===== config.mk =====
export PLATFORM = sky130hd
export DESIGN_NAME = par_uart_tx
export DESIGN_NICKNAME = d
export VERILOG_FILES = /design/src/rtl/par_uart_tx.sv
export SDC_FILE = /design/constraint.sdc
export NUM_CORES = 1
export LEC_CHECK = 0
export ABC_CLOCK_PERIOD_IN_PS = 8180
export BUFFER_PORTS_ARGS = -buffer_cell sky130_fd_sc_hd__buf_2
export CAP_MARGIN = 20
export CORE_ASPECT_RATIO = 0.5
export CORE_MARGIN = 2
export CORE_UTILIZATION = 45
export CTS_BUF_LIST = sky130_fd_sc_hd__clkbuf_4 sky130_fd_sc_hd__clkbuf_8 sky130_fd_sc_hd__clkbuf_16
export DETAILED_ROUTE_END_ITERATION = 8
export PLACE_DENSITY = 0.69
export SLEW_MARGIN = 20
export SYNTH_ARGS = -nofsm -noshare
export SYNTH_HDL_FRONTEND = slang
export SYNTH_SLANG_ARGS = --single-unit

===== constraint.sdc =====
create_clock -name clk -period 8.18 [get_ports clk]
set_input_delay 0 -clock clk [delete_from_list [all_inputs] [get_ports clk]]
set_output_delay 0 -clock clk [all_outputs]
set_load 0.02 [all_outputs]

===== src/rtl/par_uart_tx.sv =====
// Debug console transmitter: strobe rising edges queue the parallel port byte
// into a small FIFO, and queued bytes leave on uart_tx as 8N1 frames, LSB first.
module par_uart_tx #(
    parameter int CLKS_PER_BIT = 16,
    parameter int FIFO_DEPTH   = 4
) (
    input  logic                          clk,
    input  logic                          rst,
    input  logic [7:0]                    par_output_port,
    input  logic                          par_output_signal,
    input  logic                          overflow_clr,
    output logic                          uart_tx,
    output logic                          busy,
    output logic [$clog2(FIFO_DEPTH):0]   fifo_count,
    output logic                          overflow
);

    localparam int PW = $clog2(FIFO_DEPTH);
    localparam int CW = PW + 1;
    localparam logic [15:0]   LAST_CNT = 16'(CLKS_PER_BIT - 1);
    localparam logic [CW-1:0] DEPTH_C  = CW'(FIFO_DEPTH);
    localparam logic [PW-1:0] PTR_ONE  = PW'(1);
    localparam logic [CW-1:0] CNT_ONE  = CW'(1);

    typedef enum logic [1:0] {IDLE, START, DATA, STOP} state_t;

    state_t        r_state, w_nState;
    logic [15:0]   r_bitCnt, w_nBitCnt;
    logic [2:0]    r_bitIdx, w_nBitIdx;
    logic [7:0]    r_shift, w_nShift;
    logic          r_tx, w_nTx;

    logic [7:0]    r_mem [FIFO_DEPTH];
    logic [PW-1:0] r_wrPtr, r_rdPtr;
    logic [CW-1:0] r_count;
    logic          r_overflow;
    logic          r_sigQ;

    logic          w_push, w_pop, w_full, w_accept, w_ovfSet, w_notEmpty;

    assign w_push     = par_output_signal & ~r_sigQ;
    assign w_full     = (r_count == DEPTH_C);
    assign w_notEmpty = (r_count != '0);
    // A full FIFO still takes a byte when the same edge pops one.
    assign w_accept   = w_push & (~w_full | w_pop);
    assign w_ovfSet   = w_push & w_full & ~w_pop;

    assign uart_tx    = r_tx;
    assign fifo_count = r_count;
    assign overflow   = r_overflow;
    assign busy       = (r_state != IDLE) | w_notEmpty;

    always_ff @(posedge clk or posedge rst) begin
        if (rst) begin
            r_state  <= IDLE;
            r_bitCnt <= '0;
            r_bitIdx <= '0;
            r_shift  <= '0;
            r_tx     <= 1'b1;
        end else begin
            r_state  <= w_nState;
            r_bitCnt <= w_nBitCnt;
            r_bitIdx <= w_nBitIdx;
            r_shift  <= w_nShift;
            r_tx     <= w_nTx;
        end
    end

    always_comb begin
        w_nState  = r_state;
        w_nBitCnt = r_bitCnt;
        w_nBitIdx = r_bitIdx;
        w_nShift  = r_shift;
        w_nTx     = r_tx;
        w_pop     = 1'b0;
        case (r_state)
            IDLE: begin
                w_nTx = 1'b1;
                if (w_notEmpty) begin
                    w_pop     = 1'b1;
                    w_nShift  = r_mem[r_rdPtr];
                    w_nTx     = 1'b0;
                    w_nBitCnt = '0;
                    w_nState  = START;
                end
            end
            START: begin
                if (r_bitCnt == LAST_CNT) begin
                    w_nBitCnt = '0;
                    w_nBitIdx = '0;
                    w_nTx     = r_shift[0];
                    w_nState  = DATA;
                end else begin
                    w_nBitCnt = r_bitCnt + 16'd1;
                end
            end
            DATA: begin
                if (r_bitCnt == LAST_CNT) begin
                    w_nBitCnt = '0;
                    if (r_bitIdx == 3'd7) begin
                        w_nTx    = 1'b1;
                        w_nState = STOP;
                    end else begin
                        w_nShift  = r_shift >> 1;
                        w_nTx     = r_shift[1];
                        w_nBitIdx = r_bitIdx + 3'd1;
                    end
                end else begin
                    w_nBitCnt = r_bitCnt + 16'd1;
                end
            end
            STOP: begin
                if (r_bitCnt == LAST_CNT) begin
                    w_nBitCnt = '0;
                    // Chain straight into the next start bit when more bytes wait.
                    if (w_notEmpty) begin
                        w_pop    = 1'b1;
                        w_nShift = r_mem[r_rdPtr];
                        w_nTx    = 1'b0;
                        w_nState = START;
                    end else begin
                        w_nTx    = 1'b1;
                        w_nState = IDLE;
                    end
                end else begin
                    w_nBitCnt = r_bitCnt + 16'd1;
                end
            end
            default: begin
                w_nState = IDLE;
                w_nTx    = 1'b1;
            end
        endcase
    end

    always_ff @(posedge clk or posedge rst) begin
        if (rst) begin
            r_sigQ     <= 1'b1;
            r_wrPtr    <= '0;
            r_rdPtr    <= '0;
            r_count    <= '0;
            r_overflow <= 1'b0;
        end else begin
            r_sigQ <= par_output_signal;
            if (w_accept) r_wrPtr <= r_wrPtr + PTR_ONE;
            if (w_pop)    r_rdPtr <= r_rdPtr + PTR_ONE;
            if (w_accept && !w_pop)
                r_count <= r_count + CNT_ONE;
            else if (!w_accept && w_pop)
                r_count <= r_count - CNT_ONE;
            if (w_ovfSet)
                r_overflow <= 1'b1;
            else if (overflow_clr)
                r_overflow <= 1'b0;
        end
    end

    always_ff @(posedge clk) begin
        if (w_accept) r_mem[r_wrPtr] <= par_output_port;
    end

endmodule


==> flow_summary.ini, run 1 <==
[run_status]
outcome = finished, final reports clean

[detailed_routing]
wire_per_inst_um = 16.5
final_antenna_net_count = 0
num_vias = 2480
post-route-drc-count = 0
dr.pass1.iters = 4
vias_per_cell = 5.74
wirelength_um = 7120
drt-initial-drc-count = 210

[clocking]
cts_setup_buffers = 0
cts_sinks = 71
clk_path_buf_depth = 2
clk_pin_slew_ns = 0.06
clk_latency_ns = 0.33
cts_buffers = 9
root_buffer = clkbuf_16
htree_levels = 3
cts_tree = built

[sta]
whs_ns = 0.0146
slew_headroom = 0.483
fmax_mhz = 281
worst_slew_pin_slew_ns = 0.772
fin_skew_ns = 0.00433
fin_crit_sh = 0.434
setup_ws_ns = 4.63
hold_viol = 0
fin_crit_ns = 3.55
rsz0062_at_grt = no
finalSetupViolations = 0
slew_violations = 0
timing.setup.tns_ns = 0

[floorplanning]
dieWidth_um = 133
pin_count = 18
die_h_um = 68.6
start_util = 0.466
fp.dieArea_um2 = 9140
core_um2 = 8060
rows = 23

[critical_path]
crit_required_ns = 8.44
crit_fanout = 22
reg2reg_slack_ns = 4.63
crit_slowest_cell = ha_1
crit_path_end_kind = flip-flop
start_kind = flip-flop
cpMostUsedCell = inv_1
crit_type = reg -> reg
cpPeakStageDelay_ns = 0.64
path_cells = inv_1, ha_1, inv_1, o211ai_1, a31oi_4, nor2_1, ha_1, inv_1, fa_1, xor2_1, nor2_1, xor2_1
cp.arrival_ns = 3.81

[grt]
grt_overflow_total = 0
track_usage = 0.171
antenna_found_initial = 0
grt_pass1_wl_um = 11900
grt_max_degree = 40
grt_pass1_vias = 2413

[cells_and_area]
fin_util = 0.529
multi_input_area_um2 = 1640
drive_gt1_frac = 0.231
seqCellArea_um2 = 1940
area_growth_pct = 13.6
antenna_cells = 0
nNetsFinal = 341
fill_cells = 679

[logic_synthesis]
seq_area_frac_synth = 0.516
synth.distinct_cells = 59
yosys_warnings = 0
async_reset_ff_frac = 0.549
syn_area_per_cell_um2 = 12.7
synthFlopType = dfrtp_1
synth_edf_count = 32
ys_ff_latch = 71
synthesis.nets = 322
netlist_instances = 296
synth_area_um2 = 3760

[placed_design]
place_ws_ns = 4.70
place_hpwl_um = 4720
gp_congestion = 0.861
port_buffers = 17

[worst_hold_path]
hold_class = in -> reg

[pwr]
p_leak_uw = 0.00174
vdd_ir_drop_max_uv = 179
p_per_area_nw_per_um2 = 339

[flow_run]
maxCapViolations = 0
-- cell type report --
type	count	area share
Timing Repair Buffer	29	0.0469
Clock inverter	7	0.0170
Sequential cell	71	0.455
Tap cell	112	0.0329
Multi-Input combinational cell	190	0.383
Inverter	14	0.0123
Clock buffer	9	0.0528
-- synthesized netlist by cell type (2+ instances only) --
master / n / area, um^2
o21ai_0: 10 / 50.1
nor3b_2: 4 / 50.1
nor2_1: 17 / 63.8
buf_4: 2 / 15.0
nor2b_1: 3 / 18.8
and4_1: 4 / 35.0
buf_6: 3 / 33.8
or4_1: 4 / 30.0
nor3_1: 5 / 25.0
o311ai_1: 3 / 26.3
clkbuf_1: 8 / 30.0
xor2_1: 2 / 17.5
ha_1: 13 / 163
nand2_1: 13 / 48.8
nor4_1: 6 / 37.5
nand2b_1: 3 / 18.8
and3_1: 3 / 18.8
o31ai_1: 4 / 30.0
buf_2: 5 / 25.0
nand4_1: 7 / 43.8
dfstp_2: 2 / 52.6
clkbuf_2: 2 / 10.0
edfxtp_1: 32 / 961
inv_1: 13 / 48.8
a22o_1: 4 / 35.0
a311o_1: 2 / 20.0
a211o_1: 4 / 35.0
dfrtp_1: 37 / 926
a31oi_1: 12 / 75.1
a21oi_1: 2 / 10.0
mux2_2: 11 / 124
or3_1: 4 / 25.0
mux2_4: 8 / 120
nor4_4: 2 / 42.5
o311a_1: 2 / 20.0
nand3_1: 9 / 45.0
a21o_1: 3 / 22.5
mux4_2: 5 / 113
mux4_1: 3 / 78.8
-- per-layer routing --
layer  up-vias  track usage  part of all wire
li1       1184            -                 -
met1      1250        0.213              0.47
met2        40        0.293              0.49
met3         6       0.0482             0.033
met4         0       0.0625            0.0093
met5         -            0                 0
-- worst max-delay path: cells and delay by family (launching register included) --
family	cells	cell delay, ns
simple gates	2	0.25
fa+ha+maj	3	1.20
xor+xnor	2	0.33
flops	1	0.41
buf+inv	3	0.62
compound gates	2	0.67
-- cells by family after synthesis --
group	share of synthesized area
XOR/XNOR	0.00700
AND/OR/NAND/NOR	0.150
flip-flops	0.516
AO/OA/AOI/OAI	0.114
adder cells (fa/ha/maj)	0.0486
buffers and inverters	0.0483
multiplexers	0.116
-- placed cells by master, fill, tap and decap left out, drive strengths merged, types with 3 or more instances in the layout --
cell | Yosys | routed
nor2 | 17 | 17
mux4 | 8 | 8
nor3 | 5 | 5
nand4 | 8 | 8
inv | 13 | 14
a211o | 4 | 4
a31oi | 13 | 13
nor4 | 9 | 9
o311ai | 3 | 3
dfrtp | 37 | 37
or3 | 4 | 4
dlygate4sd3 | 0 | 10
o31ai | 4 | 4
clkbuf | 10 | 9
and4 | 4 | 4
nand2b | 3 | 3
nor2b | 3 | 3
o21ai | 10 | 10
a21o | 3 | 3
nand3 | 9 | 9
a22o | 4 | 4
ha | 13 | 13
and3 | 3 | 3
nor3b | 4 | 4
edfxtp | 32 | 32
mux2 | 19 | 19
or4 | 4 | 4
nand2 | 14 | 14
buf | 11 | 19
clkinv | 1 | 5
-- power by group --
part	switching (uW)	internal, uW
clock network	149	236
logic	275	261
registers	70.1	453
total	495	951
-- metrics by stage --
stage	area (um^2)	power (uW)	cells
after floorplan	3760	965	296
after global placement	3870	1040	406
after detailed placement	3870	1060	406
after CTS	4270	1460	432
after global routing	4270	1540	432
final	4270	1450	432
-- timing repair --
action | 4_1_cts | 5_1_grt
endpoints found under the hold margin | 70 | 0
hold buffers | 10 | 0
gates resized for setup | 0 | 0
endpoints found under the setup margin | 0 | 0
-- path summary, 6_finish.rpt --
check                      cells after the start                         to                   start
hold reg to reg                                1     r_shift[7]$_DFFE_PP0P_  r_shift[7]$_DFFE_PP0P_
setup reg to reg                              12  fifo_count[2]$_DFFE_PP0P_  r_state[0]$_DFFE_PP0P_
setup / recovery                              12  fifo_count[2]$_DFFE_PP0P_  r_state[0]$_DFFE_PP0P_
max in group asynchronous                      4           r_sigQ$_DFF_PP1_                     rst
min in group asynchronous                      4    r_bitCnt[3]$_DFFE_PP0P_                     rst
hold / removal                                 3       overflow$_DFFE_PP0P_            overflow_clr
-- registers in the layout, indices dropped and copies added, names as in the netlist, 2 cells and up --
name,count
r_rdPtr,2
r_mem,32
r_shift,8
r_wrPtr,2
fifo_count,3
r_bitIdx,3
r_bitCnt,16
r_state,2
Power figures use the tool's default switching activity.
==> run 2, diff against run 1 <==
--- a/config.mk
+++ b/config.mk
@@ -5,7 +5,8 @@
 export SDC_FILE = /design/constraint.sdc
 export NUM_CORES = 1
 export LEC_CHECK = 0
-export ABC_CLOCK_PERIOD_IN_PS = 8180
+export ABC_AREA = 1
+export ABC_CLOCK_PERIOD_IN_PS = 3130
 export BUFFER_PORTS_ARGS = -buffer_cell sky130_fd_sc_hd__buf_2
 export CAP_MARGIN = 20
 export CORE_ASPECT_RATIO = 0.5
@@ -13,7 +14,7 @@
 export CORE_UTILIZATION = 45
 export CTS_BUF_LIST = sky130_fd_sc_hd__clkbuf_4 sky130_fd_sc_hd__clkbuf_8 sky130_fd_sc_hd__clkbuf_16
 export DETAILED_ROUTE_END_ITERATION = 8
-export PLACE_DENSITY = 0.69
+export PLACE_DENSITY = 0.72
 export SLEW_MARGIN = 20
 export SYNTH_ARGS = -nofsm -noshare
 export SYNTH_HDL_FRONTEND = slang
==> constraint.sdc (replaced) <==
create_clock -name clk -period 3.13 [get_ports clk]
set_input_delay 0 -clock clk [delete_from_list [all_inputs] [get_ports clk]]
set_output_delay 0 -clock clk [all_outputs]
set_load 0.02 [all_outputs]
==> flow_summary.ini, run 2 <==
[logic_synthesis]
synth_top_cell_by_area = edfxtp_1
seq_area_frac_synth = 0.547
ys_top_cells_by_count = 115 x nand2_1, 45 x nand3_1, 37 x dfrtp_1
yosys_warnings = 0
synth.distinct_cells = 35
syn_area_per_cell_um2 = 9.16
synthesis.nets = 413
synth_top_area_frac = 0.271
synth_edf_count = 32
yosysMostFrequentCell = nand2_1
async_reset_ff_frac = 0.549
synthFlopType = dfrtp_1
ys_ff_latch = 71
synth_area_um2 = 3540
ys_top_cells_by_area = edfxtp_1 27%, dfrtp_1 26%, nand2_1 12%, nand3_1 6.4%, ha_1 4.6%
netlist_instances = 387

[critical_path]
crit_fanout = 7
crit_type = reg -> reg
cp.arrival_ns = 2.69
crit_path_end_kind = flip-flop
crit_required_ns = 3.39
start_kind = flip-flop
reg2reg_slack_ns = 0.70

[cells_and_area]
seqCellArea_um2 = 1940
top_regs = r_mem: 32 flops, r_bitCnt: 16 flops, r_shift: 8 flops
fill_cells = 688
final_area_um2 = 4150
multi_input_area_um2 = 1410
largest_reg_flops = 32
antenna_cells = 0
area_growth_pct = 17.2
most-common-layout-cells = 115 x nand2_1, 45 x nand3_1, 37 x dfrtp_1
nNetsFinal = 449
regMostFlops = r_mem
layout_commonest_cell = nand2_1
stdcell_count = 536
drive_gt1_frac = 0.140

[grt]
grt_pass1_vias = 2550
grt_overflow_total = 0
grt_max_degree = 21
grt_pass1_wl_um = 11800
track_usage = 0.182
antenna_found_initial = 0

[pwr]
p_sw_uw = 602
switching_share = 0.255
combPwrFrac = 0.119
total_power_uw = 2360
seq_power_share = 0.469
p_per_area_nw_per_um2 = 567
p_clk_frac = 0.412
internal_power_uw = 1750
vdd_ir_drop_max_uv = 346
p_leak_uw = 0.00187

[detailed_routing]
wire_per_inst_um = 12.7
dr.pass1.iters = 4
num_vias = 2635
final_antenna_net_count = 0
drt-initial-drc-count = 188
wirelength_um = 6820
vias_per_cell = 4.92
post-route-drc-count = 0

[sta]
fin_crit_ns = 2.43
finalSetupViolations = 0
fin_crit_sh = 0.775
worst_slew_pin_slew_ns = 0.774
slew_headroom = 0.483
fmax_mhz = 412
hold_viol = 0
slew_violations = 0
timing.setup.tns_ns = 0
fin_skew_ns = 0.00665
rsz0062_at_grt = no

[placed_design]
dp.cells = 509
gp_congestion = 0.834
port_buffers = 17
place_area_um2 = 3750
place_hpwl_um = 4530

[clocking]
htree_levels = 3
clk_pin_slew_ns = 0.06
clk_path_buf_depth = 2
clk_latency_ns = 0.34
cts_resized = 0
cts_tree = built
cts_buffers = 9
cts_sinks = 71
root_buffer = clkbuf_16

[floorplanning]
dieWidth_um = 129
die_h_um = 66.7
pin_count = 18
rows = 22
core_um2 = 7490
start_util = 0.473
fp.dieArea_um2 = 8640

[run_status]
outcome = finished, final reports clean

[flow_run]
maxCapViolations = 0

[worst_hold_path]
hold_class = in -> reg
==> run 2: cell count changes after synthesis, sizes merged, moves of 5 or more <==
cell / before / now
nand2: 14 / 119
nand3: 9 / 46
inv: 13 / 36
mux2: 19 / 1
o21ai: 10 / 27
nor2: 17 / 31
a31oi: 13 / 1
clkbuf: 10 / 1
nor4: 9 / 0
mux4: 8 / 0
nand4: 8 / 2
o22ai: 0 / 5
==> run 2: power groups by stage <==
stage	Clock (uW)	Sequential (uW)	Combinational (uW)
after floorplan	0	1140	154
after global placement	0	1120	268
after detailed placement	0	1120	275
after CTS	993	1110	287
after global routing	1030	1120	317
final	972	1100	279
==> run 2: per-layer routing <==
metal | GRT usage | vias up | routed length [um]
li1 | - | 1345 | -
met1 | 0.239 | 1239 | 3360
met2 | 0.283 | 44 | 3060
met3 | 0.0554 | 7 | 311
met4 | 0.0753 | 0 | 92
met5 | 0 | - | 0
==> run 2: metrics by stage <==
stage | utilization | setup WS, ns | hold WS (ns)
2_1_floorplan | - | 0.859 | 0.00448
3_3_place_gp | 0.501 | 0.806 | 0.116
3_5_place_dp | 0.501 | 0.728 | 0.118
4_1_cts | 0.555 | 0.708 | 0.306
5_1_grt | 0.555 | 0.441 | 0.322
6_report | 0.555 | 0.703 | 0.317
==> run 2: path summary, 6_finish.rpt <==
| path | end | from | cells after the start |
|---|---|---|---|
| min reg2reg | r_shift[6]$_DFFE_PP0P_ | r_shift[6]$_DFFE_PP0P_ | 2 |
| min in group asynchronous | fifo_count[2]$_DFFE_PP0P_ | rst | 3 |
| max | fifo_count[2]$_DFFE_PP0P_ | r_state[0]$_DFFE_PP0P_ | 14 |
| max reg2reg | fifo_count[2]$_DFFE_PP0P_ | r_state[0]$_DFFE_PP0P_ | 14 |
| max in group asynchronous | uart_tx$_DFFE_PP1P_ | rst | 4 |
| min | r_sigQ$_DFF_PP1_ | par_output_signal | 2 |
==> run 2: logic make-up after synthesis <==
group           synth area share
xor+xnor                  0.0148
simple gates               0.262
fa+ha+maj                 0.0516
compound gates            0.0678
buf+inv                   0.0537
flops                      0.547
mux                      0.00318
==> run 2: timing repair <==
action	in CTS	in global routing
hold endpoints to repair	52	0
hold buffers	11	0
setup buffers	0	0
==> run 2: area by class of cell <==
type	count	area share
multi-input cells	271	0.340
clock inverters	4	0.00693
flip-flops and latches	71	0.467
repair buffers	34	0.0578
clock buffers	12	0.0627
well taps	108	0.0325
inverters	36	0.0325
==> run 2: worst max-delay path, cell delays in order, from the launching register on <==
cell and delay [ns]:
dfrtp_1 0.39, inv_1 0.11, ha_1 0.34, a21oi_1 0.18, nand2_1 0.10, nand3_2 0.11, nand2_2 0.10, inv_1 0.09
ha_1 0.14, inv_1 0.06, fa_1 0.38, nor2_1 0.11, nor2_1 0.04, nand2_1 0.06, xor2_1 0.13
==> run 3, diff against run 2 <==
--- a/config.mk
+++ b/config.mk
@@ -6,7 +6,7 @@
 export NUM_CORES = 1
 export LEC_CHECK = 0
 export ABC_AREA = 1
-export ABC_CLOCK_PERIOD_IN_PS = 3130
+export ABC_CLOCK_PERIOD_IN_PS = 2200
 export BUFFER_PORTS_ARGS = -buffer_cell sky130_fd_sc_hd__buf_2
 export CAP_MARGIN = 20
 export CORE_ASPECT_RATIO = 0.5
==> constraint.sdc (replaced) <==
create_clock -name clk -period 2.2 [get_ports clk]
set_input_delay 0 -clock clk [delete_from_list [all_inputs] [get_ports clk]]
set_output_delay 0 -clock clk [all_outputs]
set_load 0.02 [all_outputs]
==> flow_summary.ini, run 3 (synthesis results as in run 2) <==
[run_status]
outcome = finished, violations left
violations = setup timing

[detailed_routing]
dr.pass1.iters = 5
wirelength_um = 7580
final_antenna_net_count = 0
drt-initial-drc-count = 190
post-route-drc-count = 0
wire_per_inst_um = 13.4
vias_per_cell = 4.95
num_vias = 2801

[placed_design]
port_buffers = 17
place_hpwl_um = 4840
gp_congestion = 0.785
place_area_um2 = 3960
dp.cells = 532
place_ws_ns = -0.0751

[grt]
track_usage = 0.196
grt_pass1_wl_um = 12800
grt_pass1_vias = 2740
grt_max_degree = 32
grt_overflow_total = 0
antenna_found_initial = 0

[floorplanning]
die_h_um = 66.7
dieWidth_um = 129
fp.dieArea_um2 = 8640
pin_count = 18
core_um2 = 7490
start_util = 0.473
rows = 22

[cells_and_area]
nNetsFinal = 479
final_area_um2 = 4520
most-common-layout-cells = 113 x nand2_1, 43 x nand3_1, 36 x buf_4
largest_reg_flops = 32
stdcell_count = 566
top_regs = r_mem: 32 flops, r_bitCnt: 16 flops, r_shift: 8 flops
area_growth_pct = 27.5
drive_gt1_frac = 0.236
antenna_cells = 0
layout_commonest_cell = nand2_1
regMostFlops = r_mem

[critical_path]
crit_fanout = 4
r2r_start = r_state[1]$_DFFE_PP0P_
ff2ff_path_depth = 14
crit_type = reg -> reg
worstReg2RegEnd = fifo_count[2]$_DFFE_PP0P_
crit_path_end_kind = flip-flop
start_kind = flip-flop
reg2reg_slack_ns = -0.03
cp.arrival_ns = 2.49
crit_required_ns = 2.46
crit_start = r_state[1]$_DFFE_PP0P_

[clocking]
cts_sinks = 71
clk_pin_slew_ns = 0.06
root_buffer = clkbuf_16
cts_buffers = 9
cts_tree = built
htree_levels = 3
clk_latency_ns = 0.34
clk_path_buf_depth = 2

[sta]
rsz0062_at_grt = yes
slew_headroom = 0.652
worst_slew_pin_slew_ns = 0.522
fin_skew_ns = 0.00646
fmax_mhz = 449
slew_violations = 0
whs_ns = 0.172
setup_ws_ns = -0.0274
fin_crit_sh = 1.01
finalSetupViolations = 1
fin_crit_ns = 2.23
hold_viol = 0

[pwr]
p_leak_uw = 0.00203
p_per_area_nw_per_um2 = 812
total_power_uw = 3670
vdd_ir_drop_max_uv = 515

[flow_run]
maxCapViolations = 0

[worst_hold_path]
hold_class = in -> async
[run 3: how the worst max path moves through the flow]
stage	slack (ns)	end	cells past startpoint
finish	-0.03	fifo_count[2]$_DFFE_PP0P_	14
global route	-0.13	fifo_count[2]$_DFFE_PP0P_	14
CTS	0.0005	fifo_count[2]$_DFFE_PP0P_	14
detailed placement	-0.08	fifo_count[2]$_DFFE_PP0P_	14
global placement	0.04	fifo_count[2]$_DFFE_PP0P_	14
floorplan	0.01	fifo_count[1]$_DFFE_PP0P_	11
[run 3: what timing repair did]
item / CTS / global route
hold endpoints to repair: 42 / 0
hold buffers: 11 / 0
pin swaps: 1 / 12
endpoints found under the setup margin: 2 / 2
gates resized for setup: 5 / 14
setup buffers: 0 / 7
cloned: 0 / 0
[run 3: through the flow]
| step | TNS, ns | utilization |
|---|---|---|
| after floorplan | 0 | - |
| after global placement | 0 | 0.529 |
| after detailed placement | -0.108 | 0.529 |
| after CTS | 0 | 0.589 |
| after global routing | -0.173 | 0.603 |
| final | -0.0274 | 0.603 |
[run 3: per-layer routing]
layer | part of all wire | vias up | wire (um) | global-route usage
met2 | 0.47 | 56 | 3530 | 0.317
met4 | 0.014 | 0 | 104 | 0.0780
met1 | 0.48 | 1325 | 3620 | 0.249
met5 | 0 | - | 0 | 0
li1 | - | 1408 | - | -
met3 | 0.043 | 12 | 323 | 0.0618
[run 3: cell type report]
type / instances / area, um^2
inverter: 36 / 138
tap: 108 / 135
clock inverter: 6 / 92.6
clock buffer: 10 / 233
sequential: 71 / 1940
multi-input combinational: 271 / 1510
fill: 630 / 2970
timing repair buffer: 64 / 465
[run 3: critical path, stage by stage, from the launching register on]
cell and delay, ns:
dfrtp_1 0.41, inv_2 0.08, ha_4 0.26, a21oi_2 0.12, nand2_1 0.10, nand3_2 0.10, nand2_2 0.06, inv_2 0.07
ha_4 0.13, inv_4 0.04, fa_2 0.36, nor2_1 0.14, nor2_1 0.06, nand2_1 0.08, xor2_1 0.15
[run 3: report_power, final]
group,internal (uW),switching (uW),leakage [uW]
combinational,195,276,0.00109
sequential,1510,82.3,0.000787
clock,1010,592,0.000153
